### config.mk
export PLATFORM = sky130hd
export DESIGN_NAME = soc_or1k_wb_loader
export DESIGN_NICKNAME = d
export VERILOG_FILES = /design/src/rtl/soc_or1k_wb_loader.sv
export SDC_FILE = /design/constraint.sdc
export NUM_CORES = 1
export LEC_CHECK = 0
export BUFFER_PORTS_ARGS = -buffer_cell sky130_fd_sc_hd__buf_2
export CAP_MARGIN = 20
export CORE_MARGIN = 2
export CORE_UTILIZATION = 53
export DETAILED_ROUTE_END_ITERATION = 7
export GPL_TIMING_DRIVEN = 0
export HOLD_SLACK_MARGIN = 0.12
export PLACE_DENSITY = 0.85
export SYNTH_ARGS = -nofsm -noshare
export SYNTH_HDL_FRONTEND = slang
export SYNTH_SLANG_ARGS = --single-unit
### constraint.sdc
create_clock -name wb_clk_i -period 5 [get_ports wb_clk_i]
set_clock_uncertainty 0.2 [all_clocks]
set_input_delay 0.25 -clock wb_clk_i [delete_from_list [all_inputs] [get_ports wb_clk_i]]
set_output_delay 0.25 -clock wb_clk_i [all_outputs]
set_load 0.02 [all_outputs]
### src/rtl/soc_or1k_wb_loader.sv
// Wishbone classic write initiator: packs a byte stream big-endian into 32-bit words,
// writes them to memory one cycle per word and holds the OR1K core in reset until done.
module soc_or1k_wb_loader #(
  parameter int AW      = 32,
  parameter int TIMEOUT = 255
) (
  input  logic          wb_clk_i,
  input  logic          wb_rst_i,
  input  logic          load_start_i,
  input  logic [AW-1:0] load_base_i,
  input  logic [31:0]   load_len_i,
  input  logic          load_valid_i,
  input  logic [7:0]    load_data_i,
  output logic          load_ready_o,
  output logic          busy_o,
  output logic          done_o,
  output logic          err_o,
  output logic [31:0]   load_count_o,
  output logic          cpu_rst_o,
  output logic [AW-1:0] wbm_adr_o,
  output logic [31:0]   wbm_dat_o,
  output logic [3:0]    wbm_sel_o,
  output logic          wbm_we_o,
  output logic          wbm_cyc_o,
  output logic          wbm_stb_o,
  output logic [2:0]    wbm_cti_o,
  output logic [1:0]    wbm_bte_o,
  input  logic          wbm_ack_i,
  input  logic          wbm_err_i,
  input  logic [31:0]   wbm_dat_i
);

  typedef enum logic [2:0] {IDLE, FILL, WRITE, DONE, ERROR} state_t;

  localparam logic [7:0] TMO_LAST = 8'(TIMEOUT - 1);

  state_t        state, state_nxt;
  logic [AW-1:0] adr_q;
  logic [31:0]   word_q;
  logic [31:0]   rem_q;
  logic [31:0]   cnt_q;
  logic [3:0]    sel_q;
  logic [1:0]    idx_q;
  logic [7:0]    tmo_q;
  logic          err_q;
  logic          cpu_rst_q;

  logic          last_byte;
  logic          tmo_hit;
  logic [2:0]    pop;
  logic [31:0]   rem_after;
  logic          unused_in;

  function automatic logic [2:0] popcount4(input logic [3:0] s);
    return {2'b00, s[0]} + {2'b00, s[1]} + {2'b00, s[2]} + {2'b00, s[3]};
  endfunction

  // rem_q counts bytes not yet acknowledged, so bytes buffered in this word are subtracted here
  assign last_byte = (rem_q == ({30'd0, idx_q} + 32'd1));
  assign tmo_hit   = (tmo_q == TMO_LAST);
  assign pop       = popcount4(sel_q);
  assign rem_after = rem_q - {29'd0, pop};
  assign unused_in = ^{wbm_dat_i, load_base_i[1:0]};

  always_ff @(posedge wb_clk_i) begin
    if (wb_rst_i) state <= IDLE;
    else          state <= state_nxt;
  end

  always_comb begin
    state_nxt    = state;
    load_ready_o = 1'b0;
    busy_o       = 1'b0;
    done_o       = 1'b0;
    wbm_cyc_o    = 1'b0;
    wbm_stb_o    = 1'b0;
    wbm_we_o     = 1'b0;
    case (state)
      IDLE, ERROR: begin
        if (load_start_i) state_nxt = (load_len_i == 32'd0) ? DONE : FILL;
      end
      FILL: begin
        load_ready_o = 1'b1;
        busy_o       = 1'b1;
        if (load_valid_i && (idx_q == 2'd3 || last_byte)) state_nxt = WRITE;
      end
      WRITE: begin
        busy_o    = 1'b1;
        wbm_cyc_o = 1'b1;
        wbm_stb_o = 1'b1;
        wbm_we_o  = 1'b1;
        if (wbm_err_i)      state_nxt = ERROR;
        else if (wbm_ack_i) state_nxt = (rem_after == 32'd0) ? DONE : FILL;
        else if (tmo_hit)   state_nxt = ERROR;
      end
      DONE: begin
        done_o    = 1'b1;
        state_nxt = IDLE;
      end
      default: state_nxt = IDLE;
    endcase
  end

  always_ff @(posedge wb_clk_i) begin
    if (wb_rst_i) begin
      adr_q     <= '0;
      word_q    <= '0;
      rem_q     <= '0;
      cnt_q     <= '0;
      sel_q     <= '0;
      idx_q     <= '0;
      tmo_q     <= '0;
      err_q     <= 1'b0;
      cpu_rst_q <= 1'b1;
    end else begin
      tmo_q <= (state == WRITE) ? tmo_q + 8'd1 : 8'd0;
      case (state)
        IDLE, ERROR: begin
          if (load_start_i) begin
            adr_q     <= {load_base_i[AW-1:2], 2'b00};
            rem_q     <= load_len_i;
            cnt_q     <= '0;
            word_q    <= '0;
            sel_q     <= '0;
            idx_q     <= '0;
            err_q     <= 1'b0;
            cpu_rst_q <= 1'b1;
          end
        end
        FILL: begin
          // lane 3-idx equals ~idx for a 2-bit index: first byte lands in [31:24]
          if (load_valid_i) begin
            word_q[{~idx_q, 3'b000} +: 8] <= load_data_i;
            sel_q[~idx_q]                 <= 1'b1;
            idx_q                         <= idx_q + 2'd1;
          end
        end
        WRITE: begin
          if (wbm_err_i) begin
            err_q <= 1'b1;
          end else if (wbm_ack_i) begin
            adr_q  <= adr_q + AW'(4);
            cnt_q  <= cnt_q + {29'd0, pop};
            rem_q  <= rem_after;
            word_q <= '0;
            sel_q  <= '0;
            idx_q  <= '0;
          end else if (tmo_hit) begin
            err_q <= 1'b1;
          end
        end
        DONE: cpu_rst_q <= 1'b0;
        default: ;
      endcase
    end
  end

  assign err_o        = err_q;
  assign cpu_rst_o    = cpu_rst_q;
  assign load_count_o = cnt_q;
  assign wbm_adr_o    = adr_q;
  assign wbm_dat_o    = word_q;
  assign wbm_sel_o    = sel_q;
  assign wbm_cti_o    = 3'b000;
  assign wbm_bte_o    = 2'b00;

endmodule

==> results of run 1 <==
power by group:
group,internal [W],switching [W],total (W)
combinational,0.000258,0.000476,0.000734
sequential,0.00121,0.0000727,0.00128
clock,0.000824,0.000550,0.00137
total,0.00229,0.00110,0.00339
timing repair:
action / in CTS / in global routing
endpoints found under the setup margin: 0 / 0
endpoints found under the hold margin: 102 / 0
hold buffers: 72 / 0
setup buffers: 0 / 0
cell type report:
cell class	count	area, um2	area share
multi-input combinational	811	4730	0.4486
sequential	145	2903	0.2753
timing repair buffer	253	1627	0.1543
clock buffer	20	456.7	0.04331
buffer	72	319.1	0.03026
tap	188	235.2	0.02231
clock inverter	12	168.9	0.01602
inverter	28	105.1	0.009968
cells in the mapped netlist, drive strengths merged (2+ instances only):
master	n	area share
xnor2	18	0.020
nand2	119	0.056
nor2	137	0.064
and3	12	0.0093
a211oi	30	0.029
o21ai	71	0.044
nor3b	2	0.0019
buf	18	0.014
nor2b	6	0.0047
o41ai	4	0.0044
xor2	26	0.028
o32ai	2	0.0022
or4	2	0.0019
nor4	30	0.034
a21oi	83	0.052
a31o	2	0.0022
ha	18	0.028
nand2b	8	0.0062
a21o	9	0.0084
o21a	5	0.0047
or3	14	0.011
nand4	26	0.020
nand4b	3	0.0033
and4	5	0.0055
o31ai	15	0.014
a311oi	2	0.0022
and2	4	0.0031
nand3b	5	0.0047
a22oi	31	0.029
a31oi	6	0.0047
dfxtp	145	0.36
nor3	22	0.015
fa	3	0.0075
o22ai	11	0.0086
nand3	53	0.034
inv	27	0.013
clkbuf	54	0.025
a22o	5	0.0055
logic make-up after synthesis:
logic type               synth area share
other                           0.0004668
adder cells (fa/ha/maj)           0.03551
XOR/XNOR                          0.04797
buffers and inverters             0.05279
AO/OA/AOI/OAI                      0.2191
AND/OR/NAND/NOR                    0.2828
flip-flops                         0.3613
worst paths after layout:
| kind | startpoint | to | slack [ns] |
|---|---|---|---|
| hold reg to reg | wbm_dat_o[22] | wbm_dat_o[22] | 0.25 |
| setup reg to reg | wbm_sel_o[0] | state[1] | 0.62 |
| hold / removal | load_len_i[26] | rem_q[26] | 0.15 |
| setup / recovery | wbm_sel_o[0] | state[1] | 0.62 |
routing by layer:
metal | vias to the layer above | global-route usage
li1 | 4325 | -
met1 | 4401 | 0.4580
met2 | 734 | 0.5623
met3 | 159 | 0.1026
met4 | 3 | 0.2237
met5 | - | 0
registers in the layout, indices dropped and copies added (netlist names), 2 cells and up:
name and count:
state 3, load_count_o 32, wbm_dat_o 32, wbm_adr_o 30
rem_q 32, idx_q 2, tmo_q 8, wbm_sel_o 4
stage by stage:
step	util	power (W)	hold WS (ns)	cell area, um2	worst slack, ns
2_1_floorplan	-	0.001724	0.1579	8056	1.265
3_3_place_gp	0.6118	0.001942	0.2375	9198	0.8515
3_5_place_dp	0.6118	0.001951	0.2445	9198	0.7958
4_1_cts	0.7014	0.003342	0.1336	10540	0.7347
5_1_grt	0.7014	0.003498	0.1758	10540	0.3503
6_report	0.7014	0.003389	0.1526	10540	0.6185
worst reg2reg max path: cells and delay by family, from the launching register on:
kind                       cells  cell delay (ns)
AOI/OAI and AO/OA              4             1.11
adders and majority gates      4             1.57
buffers and inverters          2             0.11
DFF                            1             0.35
and+or+nand+nor                3             0.97
==> results.yml, run 1 <==
timing:
  rsz0062_at_grt: "no"
  slew_headroom: 0.3722
  fin_tns_setup_ns: 0
  clock.fmax_mhz: 228.2
  slew_violations: 0
  setup_viol: 0
  period_share: 0.8763
  finalCriticalPeriod_ns: 4.381
  tightest_slew_ns: 0.9319
  timing_hold_violations_final: 0
detailed_routing:
  routed_wl_um: 29780
  wl_met3_um: 3677
  ant_nets: 0
  drtIter0Drc: 1168
  vias_per_cell: 6.293
  wl_met1_um: 11170
  dr.pass1.iters: 8
  vias: 9622
  wl_per_cell_um: 19.48
  wl_met2_um: 13030
  drc: 13
  top_layer_used: "met5"
power_and_ir_drop:
  vdd_ir_drop_max_mv: 0.2688
  power_density_nw_per_um2: 321.5
  leakagePower_nw: 4.283
clock_tree:
  cts_tree: "yes"
  path_clk_slew_ns: 0.06
  htree_levels: 4
  postCtsResizedCells: 0
  clock_latency_ns: 0.43
  cts-root-buf: "clkbuf_16"
  cts-buffers-inserted: 17
  clkSinkCount: 145
  clockBufferDepth: 2
hold_path:
  holdCritPathClass: "in2reg"
  min_path_cells: 5
final_layout:
  n_antenna_cell: 0
  nFillCells: 1159
  syn_to_final_growth_pct: 31.24
  drive_above_1_share: 0.1849
  final_common_cell: "buf_2"
  final_cell_mix: "187 x buf_2, 145 x dfxtp_1, 136 x nor2_1"
  stdcell_count: 1529
  fin_nets: 1459
critical_path:
  reg2reg_depth: 13
  endpoint_kind: "flop"
  crit_required_ns: 5.16
  max_stage_delay_ns: 0.53
  crit_chain: "inv_1, fa_1, inv_1, ha_1, ha_1, fa_1, nand2b_1, a31o_2, a2111oi_0, o2111ai_1, nor4_1, nand4_1, a31oi_1"
  cp_slowest_cell: "fa_1"
  crit_type: "reg2reg"
  path_buf_inv: 2
  cp_num_cells: 13
  worst_setup_path_start_kind: "flop"
  crit_fanout: 6
  crit_arrival_ns: 4.54
  cp_top_family: "adder cells"
floorplan:
  initial_core_util: 0.5344
  die_w_um: 127.1
  die_y_um: 127.1
  dieArea_um2: 16160
  io_pins: 223
  num_rows: 45
  core_area_um2: 15030
placement:
  dp_hpwl_um: 19960
  finalWeightedCongestion: 1.007
  portBuffers: 181
  place_inst: 1425
logic_synthesis:
  synthesis.area_um2: 8034
  synth_cell_types: 65
  ys_seq_area_frac: 0.3613
  synth-edff-count: 0
  ys_ff_latch: 145
  synth_ff_type: "dfxtp_1"
  ys_async_sr_fraction: 0
  avgSynthCellArea_um2: 7.651
  synth_warnings: 0
  synthesis.instances: 1050
run:
  maxCapViolCount: 0
run_status:
  violations: "design-rule violations"
  status: "complete, but fails checks"
grt:
  first_global_vias: 9024
  grt_max_degree: 17
  track_usage: 0.3663
  overflow: 0
  grt_first_pass_wirelength_um: 46930
  antenna_found_initial: 0
No activity file was read; power rests on OpenSTA's default activity.
==> run 2: changes to the inputs <==
BUFFER_PORTS_ARGS = -buffer_cell sky130_fd_sc_hd__buf_4   (was -buffer_cell sky130_fd_sc_hd__buf_2)
PLACE_DENSITY = 0.81   (was 0.85)
==> results.yml, run 2 (synthesized netlist as in run 1, its figures left out) <==
power_and_ir_drop:
  power_density_nw_per_um2: 302.3
  leakagePower_nw: 4.330
  vdd_ir_drop_max_mv: 0.2703
timing:
  period_share: 0.8662
  clock.fmax_mhz: 230.9
  setup_viol: 0
  fin_tns_setup_ns: 0
  timing_hold_violations_final: 0
  finalCriticalPeriod_ns: 4.331
  slew_violations: 0
  whs_ns: 0.1646
  rsz0062_at_grt: "no"
  tightest_slew_ns: 0.8679
  slew_headroom: 0.4214
floorplan:
  core_area_um2: 15030
  io_pins: 223
  die_w_um: 127.1
  dieArea_um2: 16160
  die_y_um: 127.1
  initial_core_util: 0.5344
  num_rows: 45
detailed_routing:
  vias_per_cell: 6.114
  ant_nets: 0
  wl_per_cell_um: 18.90
  vias: 9355
  drtIter0Drc: 1103
  drc: 0
  routed_wl_um: 28920
  dr.pass1.iters: 6
critical_path:
  crit_end: "state[1]"
  endpoint_kind: "flop"
  crit_fanout: 7
  reg2reg_depth: 13
  timing.rr.start: "wbm_sel_o[0]"
  crit_arrival_ns: 4.49
  rrSetupSlack_ns: 0.67
  reg2reg_to: "state[1]"
  crit_required_ns: 5.16
  worst_setup_path_start_kind: "flop"
  critPathLaunch: "wbm_sel_o[0]"
  crit_type: "reg2reg"
final_layout:
  final_cell_mix: "190 x buf_4, 145 x dfxtp_1, 136 x nor2_1"
  final_common_cell: "buf_4"
  n_antenna_cell: 0
  multi_input_area_um2: 4730
  nFillCells: 1165
  fin_nets: 1460
  drive_above_1_share: 0.1855
  fin_area_um2: 10960
  regArea_um2: 2903
  syn_to_final_growth_pct: 36.44
clock_tree:
  clockBufferDepth: 2
  cts-buffers-inserted: 17
  cts_tree: "yes"
  cts-root-buf: "clkbuf_16"
  path_clk_slew_ns: 0.07
  clkSinkCount: 145
  postCtsSetupRepairBufs: 0
  postCtsResizedCells: 0
  clock_latency_ns: 0.43
  htree_levels: 4
hold_path:
  holdCritPathClass: "in2reg"
  min_path_cells: 5
  hp-start: "load_len_i[29]"
grt:
  grt_first_pass_wirelength_um: 45360
  first_global_vias: 8726
  overflow: 0
  antenna_found_initial: 0
  track_usage: 0.3526
  grt_max_degree: 17
placement:
  placed_cell_area_um2: 9651
  dp_hpwl_um: 19890
  portBuffers: 181
  finalWeightedCongestion: 1.007
run:
  maxCapViolCount: 0
run_status:
  status: "finished, final reports clean"
-- run 2: how the worst min path moves through the flow --
| stage | end | slack (ns) |
|---|---|---|
| floorplan | cpu_rst_o | 0.16 |
| CTS | rem_q[29] | 0.15 |
| global route | rem_q[29] | 0.21 |
| global placement | wbm_dat_o[31] | 0.24 |
| detailed placement | wbm_dat_o[31] | 0.25 |
| finish | rem_q[29] | 0.16 |
-- run 2: power breakdown --
group / switching (W) / internal (W)
Clock: 0.000564 / 0.000714
Sequential: 0.0000737 / 0.00121
Combinational: 0.000463 / 0.000291
-- run 2: per-layer routing --
metal,vias to the layer above,global-route usage,part of all wire
met5,-,0,0
met4,0,0.1661,0.044
met3,106,0.08668,0.099
met2,595,0.5595,0.45
met1,4329,0.4534,0.41
li1,4325,-,-
-- run 2: worst max-delay path: stages, from the launching register on --
cell	delay [ns]
dfxtp_1	0.38
inv_1	0.08
fa_1	0.54
inv_1	0.04
ha_1	0.30
ha_1	0.22
fa_1	0.31
nand2b_1	0.26
nand3b_1	0.32
nor3_1	0.54
o211ai_1	0.14
nor4_1	0.52
nand4_1	0.21
a31oi_1	0.19
-- run 2: through the flow --
stage | instances | util | setup slack (ns) | total power (W)
2_1_floorplan | 1056 | - | 1.265 | 0.001724
3_3_place_gp | 1425 | 0.6419 | 0.8414 | 0.001976
3_5_place_dp | 1425 | 0.6419 | 0.8418 | 0.001981
4_1_cts | 1530 | 0.7292 | 0.8028 | 0.003284
5_1_grt | 1530 | 0.7292 | 0.4143 | 0.003431
6_report | 1530 | 0.7292 | 0.6691 | 0.003314
-- run 2: area by class of cell --
cell class              instances  area share
clock buffers                  18     0.04006
multi-input cells             811      0.4315
well taps                     188     0.02146
clock inverters                14     0.01290
plain buffers                  72     0.02911
repair buffers                254      0.1906
inverters                      28    0.009588
flip-flops and latches        145      0.2648
-- run 2: timing repair --
action | in CTS | in global routing
endpoints found under the hold margin | 104 | 0
hold buffers | 73 | 0
endpoints found under the setup margin | 0 | 0
